===== config.mk =====
export PLATFORM = sky130hd
export DESIGN_NAME = key_repeat
export DESIGN_NICKNAME = d
export VERILOG_FILES = /design/src/rtl/key_repeat.sv
export SDC_FILE = /design/constraint.sdc
export NUM_CORES = 1
export LEC_CHECK = 0
export BUFFER_PORTS_ARGS = -buffer_cell sky130_fd_sc_hd__buf_2
export CORE_MARGIN = 2
export CORE_UTILIZATION = 64
export DETAILED_ROUTE_END_ITERATION = 16
export MAX_ROUTING_LAYER = met4
export PLACE_DENSITY = 0.92
export SYNTH_ARGS = -nofsm -noshare
export SYNTH_HDL_FRONTEND = slang
export SYNTH_SLANG_ARGS = --single-unit

===== constraint.sdc =====
create_clock -name clk -period 6.66 [get_ports clk]
set_input_delay 1.332 -clock clk [delete_from_list [all_inputs] [get_ports clk]]
set_output_delay 1.332 -clock clk [all_outputs]
set_load 0.05 [all_outputs]

===== src/rtl/key_repeat.sv =====
// Converts a debounced key level into one-cycle press/release/auto-repeat strobes,
// with a long-press level and a wrapping count of accepted presses.
module key_repeat #(
  parameter int unsigned HOLD_CYCLES   = 50_000_000,
  parameter int unsigned REPEAT_CYCLES = 10_000_000,
  parameter int unsigned CNT_W         = 32,
  parameter logic        ACTIVE_LVL    = 1'b1
) (
  input  logic       clk,
  input  logic       rst_n,
  input  logic       en,
  input  logic       key_in,
  output logic       press,
  // Release strobe; named key_release because "release" is a reserved word.
  output logic       key_release,
  output logic       rpt,
  output logic       step,
  output logic       long_press,
  output logic [7:0] press_count
);

  typedef enum logic [1:0] {
    IDLE   = 2'd0,
    HELD   = 2'd1,
    REPEAT = 2'd2
  } state_t;

  localparam logic [CNT_W-1:0] HOLD_LAST   = CNT_W'(HOLD_CYCLES - 1);
  localparam logic [CNT_W-1:0] REPEAT_LAST = CNT_W'(REPEAT_CYCLES - 1);

  state_t           state_q, state_d;
  logic [CNT_W-1:0] cnt_q, cnt_d;
  logic             key_q, key_d;
  logic             ready_q, ready_d;
  logic             press_q, press_d;
  logic             release_q, release_d;
  logic             rpt_q, rpt_d;
  logic             step_q, step_d;
  logic             long_press_q, long_press_d;
  logic [7:0]       press_count_q, press_count_d;

  logic act;
  logic act_q;

  assign act   = (key_in == ACTIVE_LVL);
  assign act_q = (key_q == ACTIVE_LVL);

  always_comb begin
    state_d       = state_q;
    cnt_d         = cnt_q;
    key_d         = key_in;
    ready_d       = 1'b1;
    press_d       = 1'b0;
    release_d     = 1'b0;
    rpt_d         = 1'b0;
    step_d        = 1'b0;
    long_press_d  = long_press_q;
    press_count_d = press_count_q;

    if (!en) begin
      state_d      = IDLE;
      cnt_d        = '0;
      long_press_d = 1'b0;
    end else begin
      case (state_q)
        IDLE: begin
          cnt_d        = '0;
          long_press_d = 1'b0;
          // ready_q masks the first edge after reset, while key_q is still
          // reloading, so a key held through reset is not seen as a new press.
          if (act && !act_q && ready_q) begin
            state_d       = HELD;
            press_d       = 1'b1;
            step_d        = 1'b1;
            press_count_d = press_count_q + 8'd1;
          end
        end
        HELD: begin
          if (!act) begin
            state_d   = IDLE;
            release_d = 1'b1;
            cnt_d     = '0;
          end else if (cnt_q == HOLD_LAST) begin
            state_d      = REPEAT;
            cnt_d        = '0;
            rpt_d        = 1'b1;
            step_d       = 1'b1;
            long_press_d = 1'b1;
          end else begin
            cnt_d = cnt_q + 1'b1;
          end
        end
        REPEAT: begin
          if (!act) begin
            state_d      = IDLE;
            release_d    = 1'b1;
            long_press_d = 1'b0;
            cnt_d        = '0;
          end else if (cnt_q == REPEAT_LAST) begin
            cnt_d  = '0;
            rpt_d  = 1'b1;
            step_d = 1'b1;
          end else begin
            cnt_d = cnt_q + 1'b1;
          end
        end
        default: begin
          state_d      = IDLE;
          cnt_d        = '0;
          long_press_d = 1'b0;
        end
      endcase
    end
  end

  always_ff @(posedge clk or negedge rst_n) begin
    if (!rst_n) begin
      state_q       <= IDLE;
      cnt_q         <= '0;
      key_q         <= ~ACTIVE_LVL;
      ready_q       <= 1'b0;
      press_q       <= 1'b0;
      release_q     <= 1'b0;
      rpt_q         <= 1'b0;
      step_q        <= 1'b0;
      long_press_q  <= 1'b0;
      press_count_q <= 8'd0;
    end else begin
      state_q       <= state_d;
      cnt_q         <= cnt_d;
      key_q         <= key_d;
      ready_q       <= ready_d;
      press_q       <= press_d;
      release_q     <= release_d;
      rpt_q         <= rpt_d;
      step_q        <= step_d;
      long_press_q  <= long_press_d;
      press_count_q <= press_count_d;
    end
  end

  assign press       = press_q;
  assign key_release = release_q;
  assign rpt         = rpt_q;
  assign step        = step_q;
  assign long_press  = long_press_q;
  assign press_count = press_count_q;

endmodule


==> flow_summary.yaml <==
worst_setup_path:
  critical_path_class: "flip-flop to flip-flop"
  worstPathArrival_ps: 2730
  worstSetupStartpointType: "flip-flop"
  rrSetupSlack_ps: 4110
  endpoint: "cnt_q[22]"
  r2r_end: "cnt_q[22]"
  crit_required_ps: 6840
  crit_start: "cnt_q[25]"
  rr_worst_depth: 6
  cp-end-kind: "flip-flop"
  rr_startpoint: "cnt_q[25]"
  cp_max_fo: 32
global_routing:
  antenna_found_initial: 0
  grt_start_max_net_pins: 50
  grt_pass1_vias: 1824
  track_usage: 0.255
  overflow: 0
  grt_pass1_wl_mm: 8.35
routing:
  via_per_inst: 5.84
  detail-route-antenna-nets: 0
  remaining_drc_errors: 0
  vias: 1834
  wl_mm: 4.88
  first_pass_iters: 4
  wl_per_cell_microns: 15.6
  drtIter0Drc: 102
sta:
  worst_pin_slew_ps: 1060
  fin_worst_skew_ps: 11.8
  period_needed_ps: 2550
  maxSlewHeadroom: 0.293
  rsz0062_at_grt: "false"
  setup_tns_ps: 0
  post-route-period-util: 0.383
  drv_slew: 0
  setup_viol: 0
  hold_violations: 0
  max_freq_mhz: 392
placement:
  dp.cells: 306
  place_congestion: 0.836
  port_buffers: 16
  dp_hpwl_mm: 3.27
finish:
  fillCellCount: 282
  fin_cells: 314
  n_antenna_cell: 0
  fin_util: 0.731
  syn_to_final_growth_pct: 9.00
  nets: 276
  drive_gt1_frac: 0.120
clock_tree:
  cts_buffer_depth: 2
  clk_pin_slew_ps: 90
  cts_sinks: 49
  cts_buffers: 5
  root_buffer: "clkbuf_8"
  post_cts_resized: 0
  cts_hold_buf: 0
  cts_tree: "done"
  post_cts_buffers: 0
  htreeDepth: 2
  clkLatencyLatePin_ps: 310
synth:
  yosysUniqueCellTypes: 36
  yosys_register_bits: 49
  synth.avg_cell_area_sq_um: 10.0
  ys_warn_count: 0
  syn_area_sq_um: 2470
  syn_nets: 258
  synth_top_cell_by_area: "dfrtp_1"
  synthCells: 247
  ys_seq_area_frac: 0.495
  synth.area.top_cells: "dfrtp_1 (50%), xor2_1 (9.2%), nor2_1 (6.8%), nand4_1 (4.0%), xnor2_1 (3.9%)"
  synth_top_area_share: 0.495
power_and_ir_drop:
  ir_worst_vdd_mv: 0.196
  power_density_nw_per_um2: 241
  leakagePower_nw: 1.17
die:
  rows: 22
  die_h_microns: 66.2
  die_area_sq_um: 4380
  io_pins: 17
  die_x_microns: 66.2
  start_util: 0.671
  coreArea_sq_um: 3690
status:
  status: "complete, no violations"
min_path:
  holdPathStages: 1
  min_path_type: "flip-flop to flip-flop"
job:
  maxCapViolCount: 0
==> stage by stage <==
| stage | setup WS, ps | power [mW] | cell area [sq um] | hold WS, ps |
|---|---|---|---|---|
| after global placement | 4040 | 0.432 | 2580 | 457 |
| final | 4110 | 0.651 | 2700 | 467 |
| after detailed placement | 3990 | 0.436 | 2580 | 457 |
| after CTS | 4130 | 0.653 | 2700 | 470 |
| after floorplan | 4000 | 0.407 | 2470 | 450 |
| after global routing | 3960 | 0.676 | 2700 | 508 |
==> power by group <==
part	switching, mW	total (mW)	leakage (nW)	internal (mW)
Sequential	0.0165	0.327	0.674	0.311
Clock	0.0991	0.222	0.0585	0.123
Combinational	0.0748	0.102	0.439	0.0272
==> state kept, by name, summed over array words and instances (netlist names) <==
signal,count
act_q,1
cnt_q,32
key_release,1
long_press,1
press,1
press_count,8
ready_q,1
rpt,1
state_q,2
step,1
==> critical path, cell delays in order (launching register included) <==
cell      delay (ps)
dfrtp_1          470
or4_1            520
or4_1            520
and2_4           200
o311ai_4         250
buf_4            370
nor2_1           100
==> cell type report <==
cell class	instances	area [sq um]	area share
clock buffers	7	86.3	0.0320
clock inverters	1	30.0	0.0111
inverters	6	22.5	0.00835
multi-input cells	185	1180	0.436
flip-flops and latches	49	1230	0.455
well taps	48	60.1	0.0223
repair buffers	18	95.1	0.0353
==> logic make-up (layout without fill, tap and decap cells) <==
logic type,after synthesis,in the layout,synth area share
compound gates,9,9,0.0334
xor+xnor,37,37,0.131
fa+ha+maj,7,7,0.0354
buf+inv,13,32,0.0288
flops,49,49,0.495
mux,2,2,0.00859
other cells,1,1,0.00152
simple gates,129,129,0.266
==> synthesized netlist by cell type <==
cell type  instances
and4_1             3
dfrtp_1           49
or4_1              2
and3b_1            1
nor3_1             4
ha_1               7
nand4_1           16
nand2b_1           1
nor2_1            45
o211ai_1           1
mux2i_1            1
inv_1              6
a32oi_1            1
o2bb2ai_1          1
xor2_1            26
a21oi_1            2
clkbuf_1           4
and2_4             1
o311ai_4           1
nand4b_1           2
nor4b_1            1
and3_1             6
o221a_2            1
nand4bb_1          1
nand2_1           22
or4b_2             1
nand3b_1           1
or3b_2             2
o21ai_0            2
xnor2_1           11
nand3_1           11
conb_1             1
mux2_2             1
nor4_1             5
buf_6              3
and2_1             4
==> cells in the final DEF (no fill, tap or decap), types with 2 or more instances in the layout <==
master and n:
dfrtp_1 49, nor2_1 45, xor2_1 26, nand2_1 22, nand4_1 16, buf_2 16
nand3_1 11, xnor2_1 11, ha_1 7, inv_1 6, and3_1 6, clkbuf_8 6
nor4_1 5, and2_1 4, nor3_1 4, and4_1 3, or4_1 2, or3b_2 2
nand4b_1 2, a21oi_1 2, o21ai_0 2, buf_4 2
==> layer usage <==
layer,routed length [microns],global-route usage,part of all wire,up-vias
met3,238,0.0579,0.049,7
met5,0,-,0,-
met1,2160,0.327,0.44,903
li1,-,-,-,876
met4,53,0.0638,0.011,0
met2,2430,0.414,0.50,48
==> how the worst min path moves through the flow <==
stage,startpoint,endpoint,slack (ps)
final,press_count[7],press_count[7],470
after global routing,cnt_q[0],cnt_q[0],510
after CTS,press_count[7],press_count[7],470
after detailed placement,press_count[7],press_count[7],460
after global placement,press_count[7],press_count[7],460
after floorplan,cnt_q[0],cnt_q[0],450
Power figures use the tool's default switching activity.
